--- src/rtl/slc3_mem_pkg.sv ---
// Shared types and constants for the SLC-3 memory/I-O bridge.
// The boot image exists only when MEM_INIT_EN is defined.
package slc3_mem_pkg;

  typedef enum logic [2:0] {
    ST_INIT,
    ST_IDLE,
    ST_ISSUE,
    ST_WAIT,
    ST_DONE
  } state_e;

  localparam logic [15:0] MMIO_IO_ADDR = 16'hFFFF;

`ifdef MEM_INIT_EN
  localparam int INIT_IMG_LEN = 64;
  typedef logic [INIT_IMG_LEN-1:0][15:0] init_img_t;

  // Boot image: a recognisable ramp, one word per address.
  function automatic init_img_t gen_init_img();
    init_img_t img;
    for (int i = 0; i < INIT_IMG_LEN; i++) img[i] = 16'h5000 | 16'(i * 7);
    return img;
  endfunction

  localparam init_img_t INIT_IMAGE = gen_init_img();
`endif

endpackage

--- src/rtl/slc3_mem_bridge_if.sv ---
// CPU-side memory request/response bus of the SLC-3 memory bridge.
interface slc3_mem_bridge_if;
  logic [15:0] mem_addr;
  logic [15:0] mem_wdata;
  logic        mem_mem_ena;
  logic        mem_wr_ena;
  logic [15:0] mem_rdata;
  logic        mem_ready;

  modport master (
    output mem_addr, mem_wdata, mem_mem_ena, mem_wr_ena,
    input  mem_rdata, mem_ready
  );

  modport slave (
    input  mem_addr, mem_wdata, mem_mem_ena, mem_wr_ena,
    output mem_rdata, mem_ready
  );
endinterface

--- src/rtl/slc3_mem_bridge_sync_2ff.sv ---
// Two-flop synchronizer for asynchronous board inputs.
module sync_2ff #(
  parameter int WIDTH = 16
) (
  input  logic             clk,
  input  logic             reset,
  input  logic [WIDTH-1:0] d,
  output logic [WIDTH-1:0] q
);
  logic [WIDTH-1:0] meta;

  always_ff @(posedge clk) begin
    if (reset) begin
      meta <= '0;
      q    <= '0;
    end else begin
      meta <= d;
      q    <= meta;
    end
  end
endmodule

--- src/rtl/slc3_mem_bridge.sv ---
// SLC-3 memory/I-O bridge: BRAM access with read-latency hiding, MMIO at 0xFFFF.
// Define MEM_INIT_EN to preload the boot image into BRAM after reset.
module slc3_mem_bridge
  import slc3_mem_pkg::*;
#(
  parameter int ADDR_W     = 10,
  parameter int RD_LAT     = 2,
  parameter int INIT_WORDS = 64
) (
  input  logic              clk,
  input  logic              reset,
  slc3_mem_bridge_if.slave  bus,
  output logic              init_done,
  output logic [ADDR_W-1:0] bram_addr,
  output logic [15:0]       bram_wdata,
  output logic              bram_en,
  output logic              bram_we,
  input  logic [15:0]       bram_rdata,
  input  logic [15:0]       sw_i,
  output logic [15:0]       hex_o
);

`ifdef MEM_INIT_EN
  localparam state_e RST_STATE = ST_INIT;
  localparam int     IDX_W     = (INIT_WORDS > 1) ? $clog2(INIT_WORDS) : 1;
  logic [IDX_W-1:0] init_idx;
`else
  localparam state_e RST_STATE = ST_IDLE;
`endif

  state_e      state, nxt;
  logic [15:0] lat_addr, lat_wdata, rdata_q, sw_sync;
  logic        lat_we, ready, is_mmio, is_bram, last_beat;
  logic [1:0]  wait_cnt;

  sync_2ff #(.WIDTH(16)) u_sw_sync (.clk(clk), .reset(reset), .d(sw_i), .q(sw_sync));

  // Decode on the latched address; MMIO wins if ADDR_W spans the full space.
  assign is_mmio   = (lat_addr == MMIO_IO_ADDR);
  assign is_bram   = !is_mmio && ((32'(lat_addr) >> ADDR_W) == 32'd0);
  assign last_beat = (wait_cnt == 2'(RD_LAT - 2));

  assign bus.mem_rdata = rdata_q;
  assign bus.mem_ready = ready;

  always_ff @(posedge clk) begin
    if (reset) state <= RST_STATE;
    else       state <= nxt;
  end

  always_ff @(posedge clk) begin
    if (reset) begin
      rdata_q   <= '0;
      hex_o     <= '0;
      wait_cnt  <= '0;
      lat_addr  <= '0;
      lat_wdata <= '0;
      lat_we    <= 1'b0;
`ifdef MEM_INIT_EN
      init_idx  <= '0;
`endif
    end else begin
      case (state)
`ifdef MEM_INIT_EN
        ST_INIT: init_idx <= init_idx + 1'b1;
`endif
        ST_IDLE: if (bus.mem_mem_ena) begin
          lat_addr  <= bus.mem_addr;
          lat_wdata <= bus.mem_wdata;
          lat_we    <= bus.mem_wr_ena;
        end
        ST_ISSUE: begin
          wait_cnt <= '0;
          if (lat_we) begin
            if (is_mmio) hex_o <= lat_wdata;
          end else if (is_mmio)   rdata_q <= sw_sync;
          else if (!is_bram)      rdata_q <= '0;
          else if (RD_LAT == 1)   rdata_q <= bram_rdata;
        end
        ST_WAIT: begin
          wait_cnt <= wait_cnt + 1'b1;
          if (last_beat) rdata_q <= bram_rdata;
        end
        default: ;
      endcase
    end
  end

  always_comb begin
    nxt = state;
    case (state)
`ifdef MEM_INIT_EN
      ST_INIT:  if (init_idx == IDX_W'(INIT_WORDS - 1)) nxt = ST_IDLE;
`else
      ST_INIT:  nxt = ST_IDLE;
`endif
      ST_IDLE:  if (bus.mem_mem_ena) nxt = ST_ISSUE;
      ST_ISSUE: nxt = (!lat_we && is_bram && RD_LAT > 1) ? ST_WAIT : ST_DONE;
      ST_WAIT:  if (last_beat) nxt = ST_DONE;
      ST_DONE:  nxt = ST_IDLE;
      default:  nxt = RST_STATE;
    endcase
  end

  always_comb begin
    bram_en    = 1'b0;
    bram_we    = 1'b0;
    bram_addr  = lat_addr[ADDR_W-1:0];
    bram_wdata = lat_wdata;
    ready      = 1'b0;
    case (state)
`ifdef MEM_INIT_EN
      ST_INIT: begin
        // Held off while reset is asserted so a restart never leaves a stray write.
        bram_en    = !reset;
        bram_we    = !reset;
        bram_addr  = ADDR_W'(init_idx);
        bram_wdata = INIT_IMAGE[init_idx];
      end
`endif
      ST_ISSUE: if (is_bram) begin
        bram_en = 1'b1;
        bram_we = lat_we;
      end
      ST_DONE: ready = 1'b1;
      default: ;
    endcase
  end

`ifdef MEM_INIT_EN
  assign init_done = (state != ST_INIT);
`else
  assign init_done = 1'b1;
`endif

endmodule

--- src/flat_wrapper.sv ---
// flat-port wrapper written by rule: the top's interface ports become plain ports
module slc3_mem_bridge_flat import slc3_mem_pkg::*;
#(
  parameter int ADDR_W     = 10,
  parameter int RD_LAT     = 2,
  parameter int INIT_WORDS = 64
)
  (clk, reset, init_done, bram_addr, bram_wdata, bram_en, bram_we, bram_rdata, sw_i, hex_o, bus_mem_addr, bus_mem_wdata, bus_mem_mem_ena, bus_mem_wr_ena, bus_mem_rdata, bus_mem_ready);
  slc3_mem_bridge_if bus_i ();
  input  logic clk;
  input  logic reset;
  output logic init_done;
  output logic [ADDR_W-1:0] bram_addr;
  output logic [15:0] bram_wdata;
  output logic bram_en;
  output logic bram_we;
  input  logic [15:0] bram_rdata;
  input  logic [15:0] sw_i;
  output logic [15:0] hex_o;
  input wire logic [$bits(bus_i.mem_addr)-1:0] bus_mem_addr;
  input wire logic [$bits(bus_i.mem_wdata)-1:0] bus_mem_wdata;
  input wire logic [$bits(bus_i.mem_mem_ena)-1:0] bus_mem_mem_ena;
  input wire logic [$bits(bus_i.mem_wr_ena)-1:0] bus_mem_wr_ena;
  output wire logic [$bits(bus_i.mem_rdata)-1:0] bus_mem_rdata;
  output wire logic [$bits(bus_i.mem_ready)-1:0] bus_mem_ready;
  assign bus_i.mem_addr = bus_mem_addr;
  assign bus_i.mem_wdata = bus_mem_wdata;
  assign bus_i.mem_mem_ena = bus_mem_mem_ena;
  assign bus_i.mem_wr_ena = bus_mem_wr_ena;
  assign bus_mem_rdata = bus_i.mem_rdata;
  assign bus_mem_ready = bus_i.mem_ready;
  slc3_mem_bridge #(.ADDR_W(ADDR_W), .RD_LAT(RD_LAT), .INIT_WORDS(INIT_WORDS)) u_core (.clk(clk), .reset(reset), .bus(bus_i), .init_done(init_done), .bram_addr(bram_addr), .bram_wdata(bram_wdata), .bram_en(bram_en), .bram_we(bram_we), .bram_rdata(bram_rdata), .sw_i(sw_i), .hex_o(hex_o));
endmodule
--- config.mk ---
export PLATFORM = sky130hd
export DESIGN_NAME = slc3_mem_bridge_flat
export DESIGN_NICKNAME = d
export VERILOG_FILES = /design/src/rtl/slc3_mem_pkg.sv /design/src/rtl/slc3_mem_bridge_if.sv /design/src/rtl/slc3_mem_bridge_sync_2ff.sv /design/src/rtl/slc3_mem_bridge.sv /design/src/flat_wrapper.sv
export SDC_FILE = /design/constraint.sdc
export NUM_CORES = 1
export LEC_CHECK = 0
export CAP_MARGIN = 20
export CORE_MARGIN = 3
export CORE_UTILIZATION = 45
export DETAILED_ROUTE_END_ITERATION = 8
export DONT_BUFFER_PORTS = 1
export PLACE_DENSITY_LB_ADDON = 0.15
export SLEW_MARGIN = 25
export SYNTH_ARGS = -nofsm -noshare
export SYNTH_HDL_FRONTEND = slang
export SYNTH_SLANG_ARGS = --single-unit
--- constraint.sdc ---
create_clock -name clk -period 2.9 [get_ports clk]
set_input_delay 0.29 -clock clk [delete_from_list [all_inputs] [get_ports clk]]
set_output_delay 0.29 -clock clk [all_outputs]
set_load 0.02 [all_outputs]
==> key figures, run 1 <==
Run status
  • Outcome: complete, no violations

Logic synthesis
  • Mapped Nets: roughly 510
  • Synth Flop Type: dfxtp_1
  • Number of synthesized flops with an enable pin: 0
  • Post-synthesis xor/xnor area fraction: 0
  • FFs w/ async S/R, synth: 0
  • Post-synthesis register bit count: 102
  • Cells after Synth: 436
  • Largest family of logic cells by synthesized area: simple AND/OR/NAND/NOR gates
  • Syn avg cell area: 9.09 um2
  • Simple-gate share of the synthesized area: 0.255
  • Synth warn: 0
  • Sequential area share after synthesis: 0.515
  • Post-synth top area share: 0.515
  • Post-synth design cell area: 3960 um2
  • Mux contribution to synthesized area: 0.0404
  • Area contributors post-synth: dfxtp_1, nand2_1, a21oi_1
  • Number of unique standard cell types used by synthesis: 34
  • Post-synth top area cell: dfxtp_1
  • Synth Area in Adders: 0.00316
  • Synth Area in Compound Gates: 0.126

Finish
  • Design area: between 4000 and 5000 um2
  • Layout cell share with drive strength beyond 1: 0.0979
  • Post-route insts no fill: 524
  • Post-layout net count: 483
  • Antenna Cells: 0
  • Commonest non-fill, non-tap cell in the layout: dfxtp_1
  • Commonest non-fill, non-tap cells in the layout: dfxtp_1, nand2_1, a21oi_1, nor2b_1, nand2b_1
  • Core Util, Final: 0.498
  • Syn-to-layout area delta: 5.30%

Setup path
  • Critical path startpoint category: register
  • CP startpoint: u_core.lat_addr[15]
  • Worst EP required: 2.61 ns
  • Worst EP arrival: ~2.3 ns
  • Worst r2r src: u_core.lat_addr[15]
  • Critical path type: register to primary output
  • Setup crit end kind: primary output
  • Crit path max fanout: 20

Timing
  • Final worst-path cycle share: 0.880
  • Worst Skew: between 0.01 and 0.015 ns
  • RSZ-0062 raised after global routing: false
  • Peak Freq: around 400 MHz
  • Slew Viols, Final: 0
  • Hold slack: approximately 0.037 ns
  • Final Hold Fails: 0
  • Total negative slack: 0 ns
  • Final Setup Violations: 0
  • Slew @ Worst Pin: 0.760 ns
  • Headroom to the max-slew limit: 0.493
  • Crit path time final: 2.55 ns
  • Final WS setup: ~0.35 ns

Hold path
  • Hold path start: reset
  • Worst Hold Class: input port to register

Clock tree
  • Clk root buf: clkbuf_8
  • CTS max path bufs: 2
  • H-tree levels: 3
  • CTS tree: done
  • TritonCTS Buffers: 9
  • Clk sink count: between 100 and 150
  • Worst-skew pair later-pin latency: 0.36 ns
  • Clock-pin slew on the worst setup and hold paths: 0.09 ns

Global routing
  • Pin count of the biggest net entering global routing: 85
  • Initial antenna violation count: 0
  • Vias in the first global route: 2551
  • First-pass GRT wire length: 13000 um
  • Tot GR Track Use: 0.164
  • Grt ovf: 0

Pwr
  • Worst vdd ir: between 0.0003 and 0.0004 V
  • Pwr/cell area: 681 nW/um2
  • Leakage: 1.40 nW
  • Pwr Total: 2.84 mW

Placement
  • Cells after DPL: around 510
  • Placed Area: between 3000 and 4000 um2
  • Pre-CTS setup slack: 0.594 ns
  • Routability cong.: about 0.73
  • Port bufs: 0
  • Hpwl dp: 5500 um

Floorplan
  • Die Y: 99.8 um
  • Row Count: 33
  • I/O pin count: 130
  • Core area: 8380 um2
  • Die W: approximately 100 um
  • Initial Utilization: 0.473
  • Die Area: 9970 um2

Detailed routing
  • Initial DRT Pass Iterations: 4
  • Post-detailed-route count of antenna-violating nets: 0
  • Vias: 2687
  • Drc violations: 0
  • Vias per cell: 5.13
  • Wire per inst: about 16 um
  • Detailed Route WL: 8150 um
  • DRT iter0 DRCs: 95

Flow run
  • # Max-Cap Violations: 0
## final timing paths
path                                                 to  depth (start not counted)  slack [ns]
worst max register to register  u_core.bus.mem_rdata[5]                          4        0.59
worst min register to register    u_core.u_sw_sync.q[3]                          1        0.44
worst min-delay path                    u_core.state[2]                          1        0.04
worst max-delay path                            bram_we                          4        0.35
## per-layer routing
layer / part of all wire / wire length, um / track usage
met1: 0.42 / 3440 / 0.194
met2: 0.46 / 3770 / 0.262
met3: 0.10 / 825 / 0.0744
met4: 0.013 / 109 / 0.0578
met5: 0 / 0 / 0
## cell families (layout without fill, tap and decap cells)
kind of cell	Yosys count	after routing
buffers and inverters	46	29
other	1	1
and+or+nand+nor	198	198
AOI/OAI and AO/OA	72	72
DFF	102	102
muxes	16	16
adders and majority gates	1	1
## power by group
| group | total [mW] | internal (mW) | switching (mW) |
|---|---|---|---|
| logic | 0.301 | 0.122 | 0.179 |
| clock network | 0.908 | 0.410 | 0.499 |
| registers | 1.63 | 1.49 | 0.141 |
| total | 2.84 | 2.02 | 0.818 |
## final cells by class
type / instances / area (um2)
clock buffers: 9 / 124
clock inverters: 7 / 78.8
fillers: 809 / 4210
inverters: 4 / 15.0
multi-input cells: 288 / 1690
flip-flops and latches: 102 / 2040
well taps: 105 / 131
repair buffers: 9 / 87.6
## registers in the layout, indices dropped and copies added, names as in the netlist
name and count:
u_core.state 3, u_core.wait_cnt 2, u_core.hex_o 16, u_core.u_sw_sync.meta 16
u_core.lat_we 1, u_core.bram_wdata 16, u_core.lat_addr 16, u_core.u_sw_sync.q 16
u_core.bus.mem_rdata 16
## synth_stat cells (2+ instances only)
| library cell | count |
|---|---|
| nand4_1 | 7 |
| mux2i_1 | 16 |
| inv_1 | 4 |
| nand3_1 | 16 |
| buf_2 | 2 |
| nor2b_1 | 35 |
| buf_4 | 11 |
| or4_4 | 2 |
| dfxtp_1 | 102 |
| a21oi_1 | 51 |
| clkbuf_1 | 27 |
| and2_1 | 2 |
| nand3b_1 | 2 |
| a311oi_1 | 6 |
| buf_6 | 2 |
| nand2b_1 | 33 |
| nor3_1 | 2 |
| nand2_1 | 83 |
| a311oi_2 | 10 |
| nor2_1 | 9 |
## what timing repair did
action	in CTS	in global routing
setup endpoints to repair	0	0
buffers inserted	0	0
hold buffers	1	0
gates resized for setup	0	0
hold endpoints to repair	84	0
## worst max-delay path, cell delays in order (launching register included)
cell and delay [ns]:
dfxtp_1 0.35, or4_4 0.54, or4_4 0.56, nor2_1 0.19, and2_1 0.27
Note: power is estimated with default switching activity, not from simulation.
==> inputs of run 2 (changes only) <==
Settings changed: RECOVER_POWER set to 100.
==> run 2 against run 1 <==
Against the previous run: the flow now finishes with violations (max-capacitance violations, max-slew violations); combinational power fell by 3%; hold slack improved by 0.0010 ns; global-route usage unchanged.
==> key figures, run 2 (synthesized netlist as in run 1, its figures left out) <==
Timing
  • Final Hold Fails: 0
  • Slew Viols, Final: 85
  • Crit path time final: ~2.6 ns
  • Worst Skew: 0.0116 ns
  • Total negative slack: 0 ns
  • Final worst-path cycle share: 0.901
  • Peak Freq: between 300 and 400 MHz
  • Headroom to the max-slew limit: -0.177
  • Final Setup Violations: 0
  • RSZ-0062 raised after global routing: false
  • Slew @ Worst Pin: 1.77 ns
  • Final WS setup: 0.288 ns

Finish
  • Core Util, Final: 0.491
  • Syn-to-layout area delta: 3.95%
  • Filler instances: 817
  • Commonest non-fill, non-tap cells in the layout: dfxtp_1, nand2_1, a21oi_1, nor2b_1, nand2b_1
  • Post-layout net count: 483
  • Layout cell share with drive strength beyond 1: 0.0811
  • Antenna Cells: 0
  • Commonest non-fill, non-tap cell in the layout: dfxtp_1

Clock tree
  • CTS max path bufs: 2
  • Clk sink count: 102
  • Clock-pin slew on the worst setup and hold paths: roughly 0.09 ns
  • Post-CTS Hold Fix Bufs: 1
  • CTS tree: done
  • Post-CTS sizing: 0
  • TritonCTS Buffers: 9
  • Clk root buf: clkbuf_8
  • H-tree levels: 3
  • Setup repair bufs after CTS: 0
  • Worst-skew pair later-pin latency: 0.35 ns

Pwr
  • Leakage: around 1.4 nW
  • Pwr/cell area: 687 nW/um2
  • Worst vdd ir: 0.000329 V

Detailed routing
  • Initial DRT Pass Iterations: 4
  • Post-detailed-route count of antenna-violating nets: 0
  • Drc violations: 0
  • DRT iter0 DRCs: 109
  • Detailed Route WL: slightly above 8000 um
  • Vias: 2718
  • Wire per inst: 15.6 um
  • Vias per cell: 5.19

Setup path
  • RR Endpoint: u_core.hex_o[4]
  • Crit path max fanout: 20
  • R2R Setup Slk: 0.33 ns
  • Setup crit end kind: primary output
  • Critical path startpoint category: register
  • Worst EP required: 2.61 ns
  • Worst reg-to-reg path cell count: 5
  • Critical path type: register to primary output
  • Worst r2r src: u_core.lat_addr[4]
  • Worst EP arrival: 2.32 ns
  • CP startpoint: u_core.lat_addr[15]
  • Crit-path cells: or4_1 > or4_4 > nor2_1 > and2_0
  • CP max-delay cell: or4_4
  • CP top delay family: simple AND/OR/NAND/NOR gates
  • Critical Path Max Stage Delay: 0.57 ns
  • Buf/Inv on CP: 0

Run status
  • Outcome: finished, violations left
  • Failing checks: max-capacitance violations, max-slew violations

Placement
  • Port bufs: 0
  • Hpwl dp: approximately 5500 um
  • Pre-CTS setup slack: 0.594 ns
  • Routability cong.: ~0.73

Flow run
  • # Max-Cap Violations: 1

Global routing
  • First-pass GRT wire length: 13000 um
  • Vias in the first global route: 2551
  • Grt ovf: 0
  • Initial antenna violation count: 0
  • Tot GR Track Use: 0.164
  • Pin count of the biggest net entering global routing: 85

Hold path
  • Worst hold path stage count: 1
  • Worst hold endpoint: u_core.state[2]
  • Hold path start: reset
  • Worst Hold Class: input port to register

Floorplan
  • Die Area: 9970 um2
  • Die W: ~100 um
  • Die Y: 99.8 um
  • Initial Utilization: 0.473
  • Row Count: 33
  • Core area: about 8400 um2
  • I/O pin count: between 100 and 150
[run 2: cell count changes in the layout (fill, tap and decap cells not counted), moves of 2 or more]
| cell | delta |
|---|---|
| buf_4 | -3 |
| clkbuf_1 | +3 |
| and2_1 | -2 |
| and2_0 | +2 |
[run 2: through the flow]
step                      hold WS [ns]  instance area, um2  instances  power (mW)
after floorplan                  0.414                3960        436        1.91
after global placement           0.367                3940        507        1.94
after detailed placement         0.373                3940        507        1.95
after CTS                       0.0132                4170        524        2.88
after global routing            0.0281                4120        524        2.97
final                           0.0382                4120        524        2.83
[run 2: cell type report]
cell class | count | area (um2) | area share
clock inverter | 7 | 78.8 | 0.0191
multi-input combinational | 288 | 1670 | 0.406
tap | 105 | 131 | 0.0319
clock buffer | 9 | 124 | 0.0301
timing repair buffer | 9 | 53.8 | 0.0131
inverter | 4 | 15.0 | 0.00365
sequential | 102 | 2040 | 0.496
[run 2: worst reg2reg max path: cells and delay by family (launching register included)]
kind / cells / cell delay [ns]
and+or+nand+nor: 3 / 0.83
muxes: 1 / 0.27
DFF: 1 / 0.53
buffers and inverters: 1 / 0.88
[run 2: worst max-delay path by stage]
stage,slack [ns],cells after the start,to
final,0.29,4,bram_we
after global routing,0.15,4,u_core.bus.mem_rdata[6]
after CTS,0.31,4,bram_we
after detailed placement,0.59,4,u_core.bus.mem_rdata[7]
after global placement,0.65,4,u_core.bus.mem_rdata[9]
after floorplan,0.60,5,bram_we
[run 2: layer usage]
metal | global-route usage | wire length, um
met5 | 0 | 0
met4 | 0.0578 | 110
met3 | 0.0744 | 820
met2 | 0.262 | 3850
met1 | 0.194 | 3390
[run 2: report_power, final]
part | internal (mW) | switching [mW]
Sequential | 1.49 | 0.140
Combinational | 0.114 | 0.177
Clock | 0.410 | 0.499
Total | 2.01 | 0.816
